<file path="src/rtl/slack_update.sv">
`default_nettype none
// ============================================================================
// Module   : slack_update
// Brief    : ADMM slack (projection) stage. Serially computes
//              z[i] = clamp(u[i] + y[i], u_min[i], u_max[i])  (control)
//              v[j] = clamp(x[j] + g[j], x_min[j], x_max[j])  (state)
//            with a single adder/clamp datapath and a start/done handshake.
//            Results are published to z_out / v_out atomically on done.
// Options  : SLACK_UPDATE_ACTIVE_MASK_EN adds active_u / active_x outputs
//            that flag which elements were clamped.
// Revision : 1.0 - initial release
// ============================================================================
module slack_update #(
    parameter int STATE_DIM   = 12,
    parameter int CONTROL_DIM = 4,
    parameter int W           = 16
) (
    input  logic                         clk,
    input  logic                         reset,
    input  logic                         start,
    input  logic [CONTROL_DIM*W-1:0]     u_k,
    input  logic [CONTROL_DIM*W-1:0]     y_k,
    input  logic [CONTROL_DIM*W-1:0]     u_min,
    input  logic [CONTROL_DIM*W-1:0]     u_max,
    input  logic [STATE_DIM*W-1:0]       x_k,
    input  logic [STATE_DIM*W-1:0]       g_k,
    input  logic [STATE_DIM*W-1:0]       x_min,
    input  logic [STATE_DIM*W-1:0]       x_max,
    output logic [CONTROL_DIM*W-1:0]     z_out,
    output logic [STATE_DIM*W-1:0]       v_out,
`ifdef SLACK_UPDATE_ACTIVE_MASK_EN
    output logic [CONTROL_DIM-1:0]       active_u,
    output logic [STATE_DIM-1:0]         active_x,
`endif
    output logic                         busy,
    output logic                         done
);

    localparam int c_MAX_DIM = (STATE_DIM > CONTROL_DIM) ? STATE_DIM : CONTROL_DIM;
    localparam int c_IDX_W   = (c_MAX_DIM > 1) ? $clog2(c_MAX_DIM) : 1;

    localparam logic [1:0] c_S_IDLE  = 2'd0;
    localparam logic [1:0] c_S_CTRL  = 2'd1;
    localparam logic [1:0] c_S_STATE = 2'd2;
    localparam logic [1:0] c_S_DONE  = 2'd3;

    logic [1:0]               r_state;
    logic [1:0]               w_next_state;
    logic [c_IDX_W-1:0]       r_idx;
    logic                     r_done;

    // Input snapshot taken at start acceptance
    logic [CONTROL_DIM*W-1:0] r_u;
    logic [CONTROL_DIM*W-1:0] r_y;
    logic [CONTROL_DIM*W-1:0] r_umin;
    logic [CONTROL_DIM*W-1:0] r_umax;
    logic [STATE_DIM*W-1:0]   r_x;
    logic [STATE_DIM*W-1:0]   r_g;
    logic [STATE_DIM*W-1:0]   r_xmin;
    logic [STATE_DIM*W-1:0]   r_xmax;

    // Results being built up; only copied to the outputs in DONE
    logic [CONTROL_DIM*W-1:0] r_z_sh;
    logic [STATE_DIM*W-1:0]   r_v_sh;

    logic                     w_accept;
    logic                     w_last_ctrl;
    logic                     w_last_state;

    logic [W-1:0]             w_a;
    logic [W-1:0]             w_b;
    logic [W-1:0]             w_lo;
    logic [W-1:0]             w_hi;
    logic signed [W:0]        w_sum;
    logic signed [W:0]        w_lo_x;
    logic signed [W:0]        w_hi_x;
    logic signed [W:0]        w_min;
    logic [W-1:0]             w_res;

    // A start arriving in the done cycle is still "while busy" and is dropped
    assign w_accept     = (r_state == c_S_IDLE) && start && !r_done;
    assign w_last_ctrl  = (r_idx == c_IDX_W'(CONTROL_DIM - 1));
    assign w_last_state = (r_idx == c_IDX_W'(STATE_DIM - 1));

    assign busy = (r_state != c_S_IDLE) || r_done;
    assign done = r_done;

    // State register
    always_ff @(posedge clk) begin
        if (reset) begin
            r_state <= c_S_IDLE;
        end else begin
            r_state <= w_next_state;
        end
    end

    // Next-state logic: control pass, then state pass, then publish
    always_comb begin
        w_next_state = r_state;
        case (r_state)
            c_S_IDLE:  if (w_accept)     w_next_state = c_S_CTRL;
            c_S_CTRL:  if (w_last_ctrl)  w_next_state = c_S_STATE;
            c_S_STATE: if (w_last_state) w_next_state = c_S_DONE;
            c_S_DONE:                    w_next_state = c_S_IDLE;
            default:                     w_next_state = c_S_IDLE;
        endcase
    end

    // Operand mux: pick the current element from the control or state snapshot
    always_comb begin
        w_a  = '0;
        w_b  = '0;
        w_lo = '0;
        w_hi = '0;
        if (r_state == c_S_CTRL) begin
            for (int i = 0; i < CONTROL_DIM; i++) begin
                if (r_idx == c_IDX_W'(i)) begin
                    w_a  = r_u[i*W +: W];
                    w_b  = r_y[i*W +: W];
                    w_lo = r_umin[i*W +: W];
                    w_hi = r_umax[i*W +: W];
                end
            end
        end else begin
            for (int j = 0; j < STATE_DIM; j++) begin
                if (r_idx == c_IDX_W'(j)) begin
                    w_a  = r_x[j*W +: W];
                    w_b  = r_g[j*W +: W];
                    w_lo = r_xmin[j*W +: W];
                    w_hi = r_xmax[j*W +: W];
                end
            end
        end
    end

    // One-bit-wider sum cannot wrap; min against hi first, then max against lo,
    // so inverted bounds resolve to lo. The result fits in W bits since it is
    // always one of the W-bit bounds or a sum lying between them.
    assign w_lo_x = $signed({w_lo[W-1], w_lo});
    assign w_hi_x = $signed({w_hi[W-1], w_hi});
    assign w_sum  = $signed({w_a[W-1], w_a}) + $signed({w_b[W-1], w_b});
    assign w_min  = (w_sum > w_hi_x) ? w_hi_x : w_sum;
    assign w_res  = (w_min < w_lo_x) ? w_lo : w_min[W-1:0];

`ifdef SLACK_UPDATE_ACTIVE_MASK_EN
    logic                   w_clamped;
    logic [CONTROL_DIM-1:0] r_mu_sh;
    logic [STATE_DIM-1:0]   r_mx_sh;

    assign w_clamped = (w_sum < w_lo_x) || (w_sum > w_hi_x);
`else
    // No active-set tracking in this build.
`endif

    // Datapath: snapshot, per-element writeback, and atomic publish
    always_ff @(posedge clk) begin
        if (reset) begin
            r_idx  <= '0;
            r_done <= 1'b0;
            r_u    <= '0;
            r_y    <= '0;
            r_umin <= '0;
            r_umax <= '0;
            r_x    <= '0;
            r_g    <= '0;
            r_xmin <= '0;
            r_xmax <= '0;
            r_z_sh <= '0;
            r_v_sh <= '0;
            z_out  <= '0;
            v_out  <= '0;
`ifdef SLACK_UPDATE_ACTIVE_MASK_EN
            r_mu_sh  <= '0;
            r_mx_sh  <= '0;
            active_u <= '0;
            active_x <= '0;
`endif
        end else begin
            r_done <= 1'b0;
            case (r_state)
                c_S_IDLE: begin
                    if (w_accept) begin
                        r_u    <= u_k;
                        r_y    <= y_k;
                        r_umin <= u_min;
                        r_umax <= u_max;
                        r_x    <= x_k;
                        r_g    <= g_k;
                        r_xmin <= x_min;
                        r_xmax <= x_max;
                        r_idx  <= '0;
                    end
                end
                c_S_CTRL: begin
                    for (int i = 0; i < CONTROL_DIM; i++) begin
                        if (r_idx == c_IDX_W'(i)) begin
                            r_z_sh[i*W +: W] <= w_res;
`ifdef SLACK_UPDATE_ACTIVE_MASK_EN
                            r_mu_sh[i] <= w_clamped;
`endif
                        end
                    end
                    r_idx <= w_last_ctrl ? '0 : r_idx + c_IDX_W'(1);
                end
                c_S_STATE: begin
                    for (int j = 0; j < STATE_DIM; j++) begin
                        if (r_idx == c_IDX_W'(j)) begin
                            r_v_sh[j*W +: W] <= w_res;
`ifdef SLACK_UPDATE_ACTIVE_MASK_EN
                            r_mx_sh[j] <= w_clamped;
`endif
                        end
                    end
                    r_idx <= w_last_state ? '0 : r_idx + c_IDX_W'(1);
                end
                c_S_DONE: begin
                    z_out  <= r_z_sh;
                    v_out  <= r_v_sh;
                    r_done <= 1'b1;
`ifdef SLACK_UPDATE_ACTIVE_MASK_EN
                    active_u <= r_mu_sh;
                    active_x <= r_mx_sh;
`endif
                end
                default: r_idx <= '0;
            endcase
        end
    end

endmodule
`default_nettype wire

</file>
<file path="config.mk">
export PLATFORM = sky130hd
export DESIGN_NAME = slack_update
export DESIGN_NICKNAME = d
export VERILOG_FILES = /design/src/rtl/slack_update.sv
export SDC_FILE = /design/constraint.sdc
export NUM_CORES = 2
export LEC_CHECK = 0
export CORE_AREA = 2 2 499 501
export CTS_CLUSTER_DIAMETER = 100
export DETAILED_ROUTE_END_ITERATION = 8
export DIE_AREA = 0 0 501 503
export SYNTH_ARGS = -nofsm -noshare
export SYNTH_HDL_FRONTEND = slang
export SYNTH_SLANG_ARGS = --single-unit
</file>
<file path="constraint.sdc">
create_clock -name clk -period 28.2 [get_ports clk]
set_input_delay 5.64 -clock clk [delete_from_list [all_inputs] [get_ports clk]]
set_output_delay 5.64 -clock clk [all_outputs]
set_load 0.05 [all_outputs]
</file>
==> summary.json <==
{
  "mappedNetlistNets": {"value": 9087},
  "share_of_yosys_cell_area_claimed_by_the_top_area_cell_type": {"value": 48.3, "unit": "%"},
  "cts_repair_resize_count": {"value": 0},
  "filler_cell_count": {"value": 25500},
  "synth_enable_flop_cells": {"value": 0},
  "power_density": {"value": 106, "unit": "mW/mm2"},
  "r2r_cells": {"value": 40},
  "crit_family": {"value": "compound AO/OA/AOI/OAI gates"},
  "final_min_period_over_clock_period": {"value": 46.9, "unit": "%"},
  "ir_worst_vdd": {"value": 0.316, "unit": "mV"},
  "holdCritStartpoint": {"value": "r_xmin[160]"},
  "holdWs": {"value": 0.452, "unit": "ns"},
  "setup-violations-final": {"value": 0},
  "endpoint_kind": {"value": "flip-flop"},
  "worstSetupPathType": {"value": "flip-flop to flip-flop"},
  "fmax": {"value": 75.7, "unit": "MHz"},
  "hold-path-endpoint": {"value": "r_xmin[160]"},
  "result_of_the_run": {"value": "finished, violations left"},
  "num_rows": {"value": 183},
  "postCtsSetupRepairBufs": {"value": 0},
  "synth_top_cells_by_area": {"value": "sky130_fd_sc_hd__dfxtp_1, sky130_fd_sc_hd__nand2_1, sky130_fd_sc_hd__a21oi_1, sky130_fd_sc_hd__mux2i_1, sky130_fd_sc_hd__nor2_1"},
  "postSynthCellCount": {"value": 8000},
  "clk-insertion-delay-late": {"value": 0.84, "unit": "ns"},
  "final-max-slew-violation-count": {"value": 0},
  "ant_nets": {"value": 0},
  "worstReg2RegEnd": {"value": "r_v_sh[106]"},
  "route.detailed.drc": {"value": 0},
  "maximum_number_of_pins_on_one_net_before_global_route_repair": {"value": 204},
  "cap_viol_max_count": {"value": 1},
  "postPlaceCellArea": {"value": 0.0794, "unit": "mm2"},
  "final_layout_size_suffix_gt1_share": {"value": 6.16, "unit": "%"},
  "post_synth.cell_area_avg": {"value": 7.99, "unit": "um2"},
  "detail_route.vias_per_cell": {"value": 5.23},
  "floorplan.io_pins": {"value": 1285},
  "cp_common_cell": {"value": "sky130_fd_sc_hd__a21oi_1"},
  "antenna_found_initial": {"value": 126},
  "area_growth": {"value": 34.5, "unit": "%"},
  "post-place-ws": {"value": 15.32, "unit": "ns"},
  "num_vias": {"value": 64600},
  "ys_types": {"value": 89},
  "crit-reg2reg-launch": {"value": "r_idx[1]"},
  "grt_pass1_vias": {"value": 61000},
  "grt.total_usage": {"value": 25.8, "unit": "%"},
  "path_max_fanout": {"value": 47},
  "firstDrtPassIters": {"value": 7},
  "synth-main-ff-cell": {"value": "sky130_fd_sc_hd__dfxtp_1"},
  "wire_length_of_the_first_global_routing_pass": {"value": 464, "unit": "mm"},
  "synth_top_cell_by_area": {"value": "sky130_fd_sc_hd__dfxtp_1"},
  "clk_pin_slew": {"value": 0.07, "unit": "ns"},
  "final_gp_congestion": {"value": 0.969},
  "min_period": {"value": 13.21, "unit": "ns"},
  "die_area": {"value": 0.252, "unit": "mm2"},
  "worst_setup_sp_type": {"value": "flip-flop"},
  "cts_root_buffer": {"value": "sky130_fd_sc_hd__clkbuf_16"},
  "post_layout_nonfiller_instances": {"value": 12400},
  "multi_input_area": {"value": 0.0304, "unit": "mm2"},
  "htreeDepth": {"value": 4},
  "timing_hold_violations_final": {"value": 0},
  "io_buffer_count": {"value": 1284},
  "clock_sink_count": {"value": 1543},
  "yosysWarningCount": {"value": 0},
  "finish.instance_area": {"value": 0.0860, "unit": "mm2"},
  "seq_area": {"value": 0.0309, "unit": "mm2"},
  "slew_at_the_pin_with_the_worst_max_slew_slack": {"value": 1.48, "unit": "ns"},
  "rsz0062_at_grt": {"value": "no"},
  "clk_path_buf_depth": {"value": 3},
  "critPathBufInv": {"value": 6},
  "worstHoldPathCells": {"value": 2},
  "grt_remaining_overflow": {"value": 0},
  "dp_hpwl": {"value": 261, "unit": "mm"},
  "placed_cells": {"value": 12000},
  "synth_sequential_area_ratio": {"value": 48.3, "unit": "%"},
  "ctsHoldBuffers": {"value": 0},
  "tritoncts_clock_tree": {"value": "done"},
  "worst_slew_margin_rel": {"value": 0.0478, "unit": "%"},
  "cp.depth": {"value": 40},
  "drtIter0Drc": {"value": 7395},
  "yosys_register_bits": {"value": 1543},
  "wire_per_inst": {"value": 27.6, "unit": "um"},
  "die_height": {"value": 503, "unit": "um"},
  "nNetsFinal": {"value": 9991},
  "detail_route.wirelength": {"value": 341, "unit": "mm"},
  "setup_tns": {"value": 0, "unit": "ns"},
  "class_of_the_most_critical_hold_timing_path": {"value": "flip-flop to flip-flop"},
  "cp.arrival": {"value": 13.84, "unit": "ns"},
  "final.setup_skew": {"value": 0.0549, "unit": "ns"},
  "r2r_slack": {"value": 14.99, "unit": "ns"},
  "mappedNetlistArea": {"value": 0.0639, "unit": "mm2"},
  "crit_required": {"value": 28.83, "unit": "ns"},
  "ffs_w_async_s_r_synth": {"value": 0, "unit": "%"},
  "die-width": {"value": 501, "unit": "um"},
  "cpPeakStageDelay": {"value": 0.76, "unit": "ns"},
  "layout.cells.most_common_list": {"value": "sky130_fd_sc_hd__nand2_1, sky130_fd_sc_hd__dfxtp_1, sky130_fd_sc_hd__clkdlybuf4s50_1"},
  "numCtsBuffers": {"value": 177},
  "failed_checks": {"value": "capacitance limit"},
  "initial_utilization": {"value": 25.9, "unit": "%"},
  "final_common_cell": {"value": "sky130_fd_sc_hd__nand2_1"},
  "cp_slowest_cell": {"value": "sky130_fd_sc_hd__mux2i_1"},
  "p_leak": {"value": 30.0, "unit": "nW"},
  "floorplan.core_area": {"value": 0.247, "unit": "mm2"},
  "final_critical_path_setup_slack": {"value": 14.99, "unit": "ns"}
}
[layer usage]
layer / track usage, % / share of wire, % / vias to the layer above
li1: - / - / 29500
met1: 32.1 / 40 / 31300
met2: 41.5 / 46 / 3191
met3: 6.40 / 8.8 / 652
met4: 12.6 / 5.1 / 64
met5: 0 / 0.12 / -
[through the flow]
step	power (mW)	util (%)
floorplan	5.08	-
global placement	6.62	32.2
detailed placement	6.65	32.2
CTS	9.14	34.7
global route	9.53	34.8
finish	9.10	34.8
[state kept, by name (all words and copies together) (netlist names), 192 cells and up]
| signal | flops |
|---|---|
| r_xmax | 192 |
| r_g | 192 |
| r_v_sh | 192 |
| r_x | 192 |
| v_out | 192 |
| r_xmin | 192 |
[logic make-up (layout without fill, tap and decap cells)]
| kind of cell | Yosys count | in the layout | share of synthesized area (%) |
|---|---|---|---|
| xor gates and xnor gates | 10 | 10 | 0.137 |
| muxes | 277 | 277 | 4.50 |
| DFF | 1543 | 1543 | 48.3 |
| AOI/OAI and AO/OA | 2174 | 2174 | 21.2 |
| and+or+nand+nor | 3190 | 3190 | 19.9 |
| adders and majority gates | 60 | 60 | 1.19 |
| buffers and inverters | 746 | 1790 | 4.71 |
| other | 0 | 73 | 0 |
[power by group]
part	switching, mW	total (mW)	internal [mW]
sequential	0.207	2.68	2.47
clock	1.01	2.50	1.49
combinational	2.80	3.91	1.11
total	4.02	9.10	5.07
[cell type report]
type / count / share of cell area, %
timing repair buffer: 1427 / 16.2
inverter: 44 / 0.192
tap: 3237 / 4.71
multi-input combinational: 5711 / 35.3
clock buffer: 250 / 6.15
sequential: 1543 / 35.9
antenna: 73 / 0.212
clock inverter: 69 / 1.25
[tightest hold or removal path, stage by stage, from the launching register on]
cell                      delay (ns)
sky130_fd_sc_hd__dfxtp_1        0.30
sky130_fd_sc_hd__nand2_1        0.05
sky130_fd_sc_hd__a21oi_1        0.05
[synthesized netlist by cell type (70+ instances only)]
cell,n
sky130_fd_sc_hd__nand2_1,2280
sky130_fd_sc_hd__clkbuf_1,539
sky130_fd_sc_hd__mux2i_1,264
sky130_fd_sc_hd__dfxtp_1,1543
sky130_fd_sc_hd__a211oi_1,206
sky130_fd_sc_hd__o21ai_0,157
sky130_fd_sc_hd__o311ai_0,75
sky130_fd_sc_hd__nand3b_1,78
sky130_fd_sc_hd__nor2_1,625
sky130_fd_sc_hd__buf_1,70
sky130_fd_sc_hd__a21oi_1,1195
sky130_fd_sc_hd__a221oi_1,135
[worst max path at each step]
stage	end	from	slack [ns]
global route	r_v_sh[138]	r_idx[1]	14.37
finish	r_v_sh[106]	r_idx[1]	14.99
CTS	r_v_sh[106]	r_idx[1]	15.26
floorplan	r_v_sh[10]	r_idx[1]	18.71
detailed placement	r_v_sh[106]	r_idx[1]	15.32
global placement	r_v_sh[106]	r_idx[1]	15.25
(Power assumes the default switching activity.)
